$ cat src/rtl/otf_pkg.sv
// Shared types for the on-the-fly quotient builder: FSM states and digit encodings.
package otf_pkg;

  typedef enum logic [1:0] {
    S_IDLE     = 2'd0,
    S_CONVERT  = 2'd1,
    S_WAIT_REM = 2'd2,
    S_DONE     = 2'd3
  } state_t;

  localparam int ENC_SIGN_MAG = 0;
  localparam int ENC_TWOS     = 1;

endpackage

$ cat src/rtl/otf_digit_decode.sv
// Radix-4 digit decoder: splits a 3-bit code into sign/magnitude, flags illegal codes.
module otf_digit_decode
  import otf_pkg::*;
#(
  parameter int DIGIT_ENC = ENC_SIGN_MAG
) (
  input  logic [2:0] digit,
  output logic       sign,
  output logic [1:0] mag,
  output logic       illegal
);

  // Illegal codes decode as magnitude 0 so the datapath treats them as d=0.
  always_comb begin
    sign    = 1'b0;
    mag     = 2'd0;
    illegal = 1'b0;
    if (DIGIT_ENC == ENC_SIGN_MAG) begin
      if (digit[1:0] == 2'b11) illegal = 1'b1;
      else begin
        sign = digit[2];
        mag  = digit[1:0];
      end
    end else begin
      case (digit)
        3'b000:  ;
        3'b001:  mag = 2'd1;
        3'b010:  mag = 2'd2;
        3'b111:  begin sign = 1'b1; mag = 2'd1; end
        3'b110:  begin sign = 1'b1; mag = 2'd2; end
        default: illegal = 1'b1;
      endcase
    end
  end

endmodule

$ cat src/rtl/otf_quotient_builder.sv
// On-the-fly radix-4 quotient conversion (Q / QM = Q-1 pair) with final remainder correction.
module otf_quotient_builder
  import otf_pkg::*;
#(
  parameter int QW        = 32,
  parameter int DIGIT_ENC = 0
) (
  input  logic          clk,
  input  logic          rst_n,
  input  logic          start,
  input  logic          digit_valid,
  input  logic [2:0]    digit,
  input  logic          rem_valid,
  input  logic          rem_neg,
  output logic [QW-1:0] q_out,
  output logic          done,
  output logic          busy,
  output logic          err
);

  localparam int ND = QW / 2;
  localparam int CW = $clog2(ND + 1);

  state_t        state, state_nxt;
  logic [QW-1:0] q, qm, q_nxt, qm_nxt;
  logic [CW-1:0] cnt;
  logic          sgn, ill;
  logic [1:0]    mag;
  logic          accept, last, take_rem;

  otf_digit_decode #(.DIGIT_ENC(DIGIT_ENC)) u_dec (
    .digit   (digit),
    .sign    (sgn),
    .mag     (mag),
    .illegal (ill)
  );

  // start pre-empts any digit or remainder presented in the same cycle
  assign accept   = (state == S_CONVERT) && digit_valid && !start;
  assign last     = accept && (cnt == CW'(ND - 1));
  assign take_rem = (state == S_WAIT_REM) && rem_valid && !start;

  always_comb begin
    q_nxt  = q;
    qm_nxt = qm;
    if (mag == 2'd0) begin
      q_nxt  = {q[QW-3:0], 2'b00};
      qm_nxt = {qm[QW-3:0], 2'b11};
    end else if (!sgn) begin
      q_nxt  = {q[QW-3:0], mag};
      qm_nxt = {q[QW-3:0], mag - 2'd1};
    end else begin
      q_nxt  = {qm[QW-3:0], 2'(3'd4 - {1'b0, mag})};
      qm_nxt = {qm[QW-3:0], 2'(3'd3 - {1'b0, mag})};
    end
  end

  always_comb begin
    state_nxt = state;
    if (start) state_nxt = S_CONVERT;
    else begin
      case (state)
        S_IDLE:     state_nxt = S_IDLE;
        S_CONVERT:  if (last) state_nxt = S_WAIT_REM;
        S_WAIT_REM: if (take_rem) state_nxt = S_DONE;
        S_DONE:     state_nxt = S_IDLE;
        default:    state_nxt = S_IDLE;
      endcase
    end
  end

  always_ff @(posedge clk or negedge rst_n) begin
    if (!rst_n) begin
      state <= S_IDLE;
      q     <= '0;
      qm    <= '1;
      cnt   <= '0;
      q_out <= '0;
      err   <= 1'b0;
    end else begin
      state <= state_nxt;
      if (start) begin
        q   <= '0;
        qm  <= '1;
        cnt <= '0;
        err <= 1'b0;
      end else if (accept) begin
        q   <= q_nxt;
        qm  <= qm_nxt;
        cnt <= cnt + CW'(1);
        err <= err | ill;
      end
      if (take_rem) q_out <= rem_neg ? qm : q;
    end
  end

  always_comb begin
    busy = (state == S_CONVERT) || (state == S_WAIT_REM);
    done = (state == S_DONE);
  end

endmodule

$ cat config.mk
export PLATFORM = sky130hd
export DESIGN_NAME = otf_quotient_builder
export DESIGN_NICKNAME = d
export VERILOG_FILES = /design/src/rtl/otf_pkg.sv /design/src/rtl/otf_digit_decode.sv /design/src/rtl/otf_quotient_builder.sv
export SDC_FILE = /design/constraint.sdc
export NUM_CORES = 1
export LEC_CHECK = 0
export BUFFER_PORTS_ARGS = -buffer_cell sky130_fd_sc_hd__buf_2
export CORE_ASPECT_RATIO = 0.8
export CORE_MARGIN = 2
export CORE_UTILIZATION = 35
export CTS_CLUSTER_SIZE = 16
export DETAILED_ROUTE_END_ITERATION = 8
export PLACE_DENSITY_LB_ADDON = 0.08
export SYNTH_ARGS = -nofsm -noshare
export SYNTH_HDL_FRONTEND = slang
export SYNTH_SLANG_ARGS = --single-unit
$ cat constraint.sdc
create_clock -name clk -period 2.1 [get_ports clk]
set_input_delay 0.525 -clock clk [delete_from_list [all_inputs] [get_ports clk]]
set_output_delay 0.525 -clock clk [all_outputs]
set_load 0.1 [all_outputs]
# --- Word level (Yosys, flattened, before mapping) ---
# Index checks and enable logic that the tools add are counted.
word_totals:
  register_bits: 104
  input_bits: 9
  wordCells: 50
op_classes:
  addsub: 4
  eq_ne: 7
  mux: 20
  n_bitwise: 1
  reduce_logical: 12
op_table:
  columns: ["cell", "n"]
  rows:
  - ["$mux W32", 9]
  - ["$mux W5", 2]
  - ["$mux W2", 4]
  - ["$eq A2 B2 Y1 const B", 3]
  - ["$ne A3 B3 Y1 const B", 2]
  - ["$pmux W2 S3", 1]
  - ["$add A5 B1 Y5 const B", 1]
  - ["$eq A5 B4 Y1 const B", 1]
  - ["$logic_and A1 B1 Y1", 5]
  - ["$logic_not A2 Y1", 2]
  - ["$mux W1", 4]
  - ["$eq A2 B1 Y1 const B", 1]
  - ["$reduce_and A2 Y1", 1]
  - ["$reduce_bool A2 Y1", 1]
  - ["$reduce_or A2 Y1", 1]
  - ["$sub A1 B2 Y2 const A", 1]
  - ["$sub A2 B1 Y2 const B", 1]
  - ["$sub A2 B2 Y2 const A", 1]
  - ["$logic_not A1 Y1", 1]
  - ["$logic_or A1 B1 Y1", 1]
  - ["$or A1 B1 Y1", 1]

# --- Logic depth before layout (Yosys ltp) ---
# Gate-level depths: netlist (run 1).
logic_depth:
  word_depth: 7
  depth_mapped: 7
  ltp_nobuf: 6

# --- Hierarchy ---
# A second synthesis (run 1) with hierarchy kept.
unflattened:
  hier_cells: 481
  hier_area_um2: 5251.3
modules_own_cells:
  columns: ["mod", "instances", "cells_each", "area_per_inst_um2"]
  rows:
  - ["otf_quotient_builder", 1, 477, 5221.3]
  - ["otf_digit_decode", 1, 4, 30.0]

# --- Worst setup path before layout (run 1) ---
# Ideal clock, no wire load.
synth_timing:
  kind: "reg2out"
  startpoint: "register state[0]"
  endpoint: "output busy"
  arrival_time_ns: 1.321
  required_ns: 1.575
  setup_slack_ns: 0.254
  path_stages_with_launch: 4
  path_buffers: 0
  path_cell_list: "dfrtp_1 -> inv_1 -> ha_1 -> inv_1"
synth_via:
  elab_chain_len: 2
  word_cells_on_any_way: 3
synth_rtl:
  columns: ["element", "line_no", "source"]
  rows:
  - ["from (decl)", "otf_quotient_builder.sv:24", "state_t state, state_nxt;"]
  - ["from (signal assigned)", "otf_quotient_builder.sv:81", "state <= state_nxt;"]
  - ["$eq A2 B1 Y1 / $eq A2 B2 Y1 (equally long branches)", "otf_quotient_builder.sv:98", "busy = (state == S_CONVERT) || (state == S_WAIT_REM);"]
  - ["$logic_or A1 B1 Y1 *", "otf_quotient_builder.sv:98", null]
  - ["to (decl)", "otf_quotient_builder.sv:17", "output logic busy,"]
# Every way passes the cells marked *; elsewhere a longest branch is shown, timed or not.

# --- Worst setup path in the final report (run 1) ---
# Ends and elaborated chain as after synthesis.

==> results.json, run 1 <==
{
  "peakVddDrop_v": 0.0007830,
  "clock_path_buffers": 2,
  "yosys.area_share.xor_xnor": 0.003385,
  "antenna_cells": 0,
  "crit_type": "flip-flop to output port",
  "grt_pass1_wl_mm": 21.02,
  "path_cells": "inv_1 > ha_1 > inv_1 > buf_4",
  "yosysMostFrequentCell": "dfrtp_1",
  "clkSinkCount": 104,
  "placed_cell_area_sq_um": 5669,
  "clk_pin_slew_ns": 0.07,
  "fmax_ghz": 0.5050,
  "wirelength_mm": 12.68,
  "worstMarginPinSlew_ns": 0.4942,
  "worstPathRequired_ns": 1.57,
  "slew_headroom": 0.6728,
  "met2_length_mm": 6.119,
  "critPathLaunchType": "flip-flop",
  "drcViolationCount": 0,
  "p_sw_mw": 3.594,
  "syn_to_final_growth_pct": 15.11,
  "tns_ns": 0,
  "met3WireLength_microns": 567,
  "worstPathArrival_ns": 1.46,
  "drive_above_1_share": 0.2546,
  "synth-simple-area-share": 0.09865,
  "synth_top_area_share": 0.3482,
  "rsz0062_at_grt": "false",
  "die_x_microns": 140.0,
  "cp_slowest_cell": "dfrtp_1",
  "via_count": 3857,
  "synth.area.top_cells": "dfrtp_1 (35%), dfstp_2 (16%), mux2i_1 (12%)",
  "hold_buffers": 0,
  "p_leak_nw": 2.670,
  "rows": 39,
  "synth_top_flop_cell": "dfrtp_1",
  "cts_root_buffer": "clkbuf_16",
  "period_minus_slack_ns": 1.980,
  "cp_max_fo": 4,
  "post-route-period-util": 0.9429,
  "start_util": 0.3607,
  "synthAdderAreaFrac": 0.02176,
  "dieArea_sq_um": 15780,
  "core_area_sq_um": 14350,
  "viasPerCell": 5.284,
  "p_sw_frac": 0.4673,
  "synthesis.nets": 530,
  "design_area_sq_um": 5957,
  "status": "completed",
  "synth.cell_area_sq_um": 5175,
  "syn_area_per_cell_sq_um": 10.11,
  "place_hpwl_mm": 7.438,
  "cap_viol_max_count": 0,
  "endpoint_kind": "output port",
  "max_stage_delay_ns": 0.39,
  "synth_sequential_area_ratio": 0.5106,
  "wl_per_cell_microns": 17.37,
  "grt_overflow": 0,
  "grt_max_degree": 65,
  "clk_latency_ns": 0.35,
  "synth_edf_count": 0,
  "finClkSkew_ns": 0.005958,
  "nFillCells": 1420,
  "power_density_nw_per_um2": 1291,
  "nets": 559,
  "finalHoldViolCount": 0,
  "setup_viol": 0,
  "cp_common_cell": "inv_1",
  "critPathBufInv": 3,
  "die_y_microns": 112.8,
  "ios": 44,
  "r2r_slack_ns": 0.44,
  "synth_top_family_by_area": "compound AO/OA/AOI/OAI gates",
  "netlist_instances": 512,
  "track_usage": 0.1698,
  "yosys_warnings": 0,
  "m1WireLength_mm": 5.920,
  "p_seq_frac": 0.365,
  "ys_ff_latch": 104,
  "synthMuxAreaShare": 0.1240,
  "synth_compound_area_frac": 0.1900,
  "grt_antenna_before_repair": 0,
  "async_flop_share": 1.000,
  "drtIter0Drc": 160,
  "drtPass1Iterations": 4,
  "maxSlewViolCount": 0,
  "cts-htree-levels": 3,
  "p_int_mw": 4.096,
  "synth_area_leader_cell": "dfrtp_1",
  "ant_nets": 0,
  "port_buffers": 43,
  "synth_commonest_cells": "dfrtp_1 (72), nand2_1 (68), mux2i_1 (63)",
  "cts_inserted_buffers": 9,
  "cts_tree": "built",
  "place_congestion": 0.7183,
  "cpLargestDelayFamily": "buffers and inverters",
  "ys_types": 33,
  "power_frac_comb": 0.422,
  "p_clk_frac": 0.213,
  "grt_pass1_vias": 3959,
  "route.top_layer_used": "met4",
  "min_path_type": "input pin to async pin",
  "final_util": 0.4152
}
## layout by cell type, fill, tap and decap left out, types with 2 or more instances in the layout
| master | synthesis | routed |
|---|---|---|
| nor2_1 | 40 | 40 |
| buf_12 | 0 | 13 |
| buf_4 | 2 | 5 |
| nor2b_1 | 2 | 2 |
| nand3_1 | 3 | 3 |
| inv_1 | 7 | 7 |
| dfstp_2 | 32 | 32 |
| clkbuf_16 | 0 | 9 |
| mux2i_1 | 63 | 63 |
| clkbuf_8 | 0 | 3 |
| o21ai_2 | 30 | 30 |
| buf_2 | 24 | 41 |
| ha_1 | 9 | 9 |
| a21oi_1 | 36 | 35 |
| o21ai_0 | 31 | 31 |
| dfrtp_1 | 72 | 72 |
| o21ai_1 | 33 | 33 |
| nand2_1 | 68 | 68 |
| clkinv_2 | 0 | 3 |
| a31oi_1 | 30 | 30 |
| nand2b_1 | 2 | 2 |
## final timing paths
check,endpoint,from,cells after the start
max in group asynchronous,qm[14],rst_n,2
worst min register to register,q_out[19],q_out[19],2
worst max-delay path,busy,state[0],4
worst max register to register,state[1],cnt[0],6
worst min-delay path,q_out[25],rst_n,1
min in group clk,q_out[19],q_out[19],2
## layer usage
layer / vias up / GRT usage
met5: - / 0
met4: 0 / 0.04467
met3: 6 / 0.04528
met2: 70 / 0.2748
met1: 1935 / 0.2278
li1: 1846 / -
## metrics by stage
step                      instances  hold WS (ns)  setup slack [ns]  power [mW]
after floorplan                 512        0.2294            0.2542       5.412
final                           730        0.1117            0.1199       7.690
after global routing            730        0.1302           0.03613       8.100
after CTS                       730        0.1168           0.09150       7.791
after global placement          714        0.4630            0.1380       6.070
after detailed placement        714        0.4704            0.1076       6.107
## power by group through the flow
| stage | combinational [mW] | clock, mW | sequential [mW] |
|---|---|---|---|
| after detailed placement | 3.27 | 0 | 2.84 |
| final | 3.24 | 1.64 | 2.80 |
| after global placement | 3.24 | 0 | 2.83 |
| after CTS | 3.28 | 1.70 | 2.81 |
| after global routing | 3.44 | 1.79 | 2.87 |
| after floorplan | 1.14 | 0 | 4.27 |
## flip-flops by register name, summed over array words and instances (netlist names)
| signal | count |
|---|---|
| cnt | 5 |
| err | 1 |
| q | 32 |
| q_out | 32 |
| qm | 32 |
| state | 2 |
## timing repair
item                                    in CTS  in global routing
resized for setup                            1                  0
endpoints found under the setup margin       1                  0
setup buffers                                0                  0
## logic make-up after synthesis
group,count (synthesis)
AND/OR/NAND/NOR,121
AO/OA/AOI/OAI,164
multiplexers,64
XOR/XNOR,2
adder cells (fa/ha/maj),9
buffers and inverters,48
flip-flops,104
## cell type report
class | count | area, sq um | share of cell area
repair buffers | 59 | 503.0 | 0.08444
flip-flops and latches | 104 | 2643 | 0.4436
inverters | 7 | 26.28 | 0.004411
well taps | 184 | 230.2 | 0.03865
clock inverters | 3 | 15.01 | 0.002520
multi-input cells | 360 | 2270 | 0.3810
clock buffers | 13 | 270.3 | 0.04537
(Power assumes the default switching activity.)
==> run 2, diff against run 1 <==
--- a/config.mk
+++ b/config.mk
@@ -6,6 +6,8 @@
 export NUM_CORES = 1
 export LEC_CHECK = 0
 export BUFFER_PORTS_ARGS = -buffer_cell sky130_fd_sc_hd__buf_2
+export CELL_PAD_IN_SITES_DETAIL_PLACEMENT = 0
+export CELL_PAD_IN_SITES_GLOBAL_PLACEMENT = 1
 export CORE_ASPECT_RATIO = 0.8
 export CORE_MARGIN = 2
 export CORE_UTILIZATION = 35
==> results.json, run 2 (same netlist as run 1, synthesis figures left out) <==
{
  "status": "completed",
  "cp_max_fo": 4,
  "peakVddDrop_v": 0.0006660,
  "grt_antenna_before_repair": 0,
  "ant_nets": 0,
  "crit_type": "flip-flop to output port",
  "maxSlewViolCount": 0,
  "post-route-period-util": 0.9542,
  "slew_headroom": 0.5820,
  "place_congestion": 0.7460,
  "critPathLaunchType": "flip-flop",
  "worstMarginPinSlew_ns": 0.6271,
  "wirelength_mm": 13.01,
  "grt_overflow": 0,
  "hold_buffers": 0,
  "cpLargestDelayFamily": "buffers and inverters",
  "endpoint_kind": "output port",
  "setup_viol": 0,
  "via_count": 3840,
  "cts_root_buffer": "clkbuf_16",
  "period_minus_slack_ns": 2.004,
  "post-cts-setup-buffers": 0,
  "start_util": 0.3607,
  "ios": 44,
  "finalHoldViolCount": 0,
  "worstPathArrival_ns": 1.48,
  "grt_max_degree": 65,
  "cts-htree-levels": 3,
  "fmax_ghz": 0.4990,
  "antenna_cells": 0,
  "port_buffers": 43,
  "wl_per_cell_microns": 17.75,
  "drcViolationCount": 0,
  "cts_tree": "built",
  "p_leak_nw": 2.643,
  "cp_slowest_cell": "dfrtp_1",
  "rsz0062_at_grt": "false",
  "clk_latency_ns": 0.35,
  "nets": 562,
  "critPathBufInv": 3,
  "layout_common_cells": "dfrtp_1 (72), nand2_1 (68), mux2i_1 (63)",
  "die_x_microns": 140.0,
  "nFillCells": 1457,
  "track_usage": 0.1732,
  "drive_above_1_share": 0.2495,
  "worstPathRequired_ns": 1.57,
  "power_density_nw_per_um2": 1287,
  "final_common_cell": "dfrtp_1",
  "grt_pass1_vias": 3990,
  "final_util": 0.4117,
  "place_hpwl_mm": 7.654,
  "grt_pass1_wl_mm": 21.47,
  "drtIter0Drc": 269,
  "post_cts_resized": 1,
  "viasPerCell": 5.239,
  "clk_pin_slew_ns": 0.07,
  "core_area_sq_um": 14350,
  "drtPass1Iterations": 4,
  "rows": 39,
  "seqCellArea_sq_um": 2643,
  "multi_input_area_sq_um": 2270,
  "cts_inserted_buffers": 9,
  "cp_common_cell": "inv_1",
  "syn_to_final_growth_pct": 14.12,
  "tns_ns": 0,
  "min_path_type": "input pin to async pin",
  "clkSinkCount": 104,
  "max_stage_delay_ns": 0.40,
  "finClkSkew_ns": 0.004713,
  "die_y_microns": 112.8,
  "path_cells": "inv_1 > ha_1 > inv_1 > buf_4",
  "dieArea_sq_um": 15780,
  "cap_viol_max_count": 0,
  "clock_path_buffers": 2,
  "largest_registers": "q (32), q_out (32), qm (32)"
}
==> run 2: layout make-up <==
class,instances,area share
clock buffers,16,0.04428
repair buffers,62,0.08051
inverters,7,0.004449
multi-input cells,360,0.3843
flip-flops and latches,104,0.4475
well taps,184,0.03898
==> run 2: power breakdown <==
group | leakage (nW) | switching [mW] | internal, mW | total [mW]
clock | 0.125 | 0.730 | 0.842 | 1.57
sequential | 1.30 | 0.317 | 2.50 | 2.81
combinational | 1.21 | 2.54 | 0.678 | 3.22
==> run 2: per-layer routing <==
layer,vias to the layer above,routed length (microns),GRT usage,share of wire
li1,1857,-,-,-
met2,70,6004,0.2784,0.46
met3,8,575,0.05121,0.044
met4,0,97,0.03533,0.0075
met1,1905,6331,0.2351,0.49
met5,-,0,0,0
==> run 2: worst paths after layout <==
check | startpoint | to | depth (start not counted) | slack (ns)
min in group clk | q_out[24] | q_out[24] | 2 | 0.48
min reg2reg | q_out[24] | q_out[24] | 2 | 0.48
min | rst_n | q_out[28] | 1 | 0.10
max | state[0] | busy | 4 | 0.1
max reg2reg | state[1] | qm[22] | 6 | 0.31
max in group asynchronous | rst_n | qm[15] | 2 | 1.29
==> run 2: worst reg2reg max path, stage by stage, from the launching register on <==
cell and delay, ns:
dfrtp_1 0.41, inv_1 0.09, ha_1 0.37, nand3b_4 0.31, buf_12 0.28, a31oi_1 0.16, a21oi_1 0.09
==> run 2: per-stage QoR <==
| step | worst slack, ns | hold slack, ns | power [mW] | cells | instance area, sq um |
|---|---|---|---|---|---|
| after global placement | 0.1493 | 0.4640 | 6.058 | 717 | 5642 |
| final | 0.09613 | 0.1015 | 7.602 | 733 | 5906 |
| after floorplan | 0.2542 | 0.2294 | 5.412 | 512 | 5175 |
| after CTS | 0.07275 | 0.1154 | 7.709 | 733 | 5906 |
| after global routing | 0.01363 | 0.1126 | 8.025 | 733 | 5906 |
| after detailed placement | 0.1099 | 0.4710 | 6.089 | 717 | 5642 |
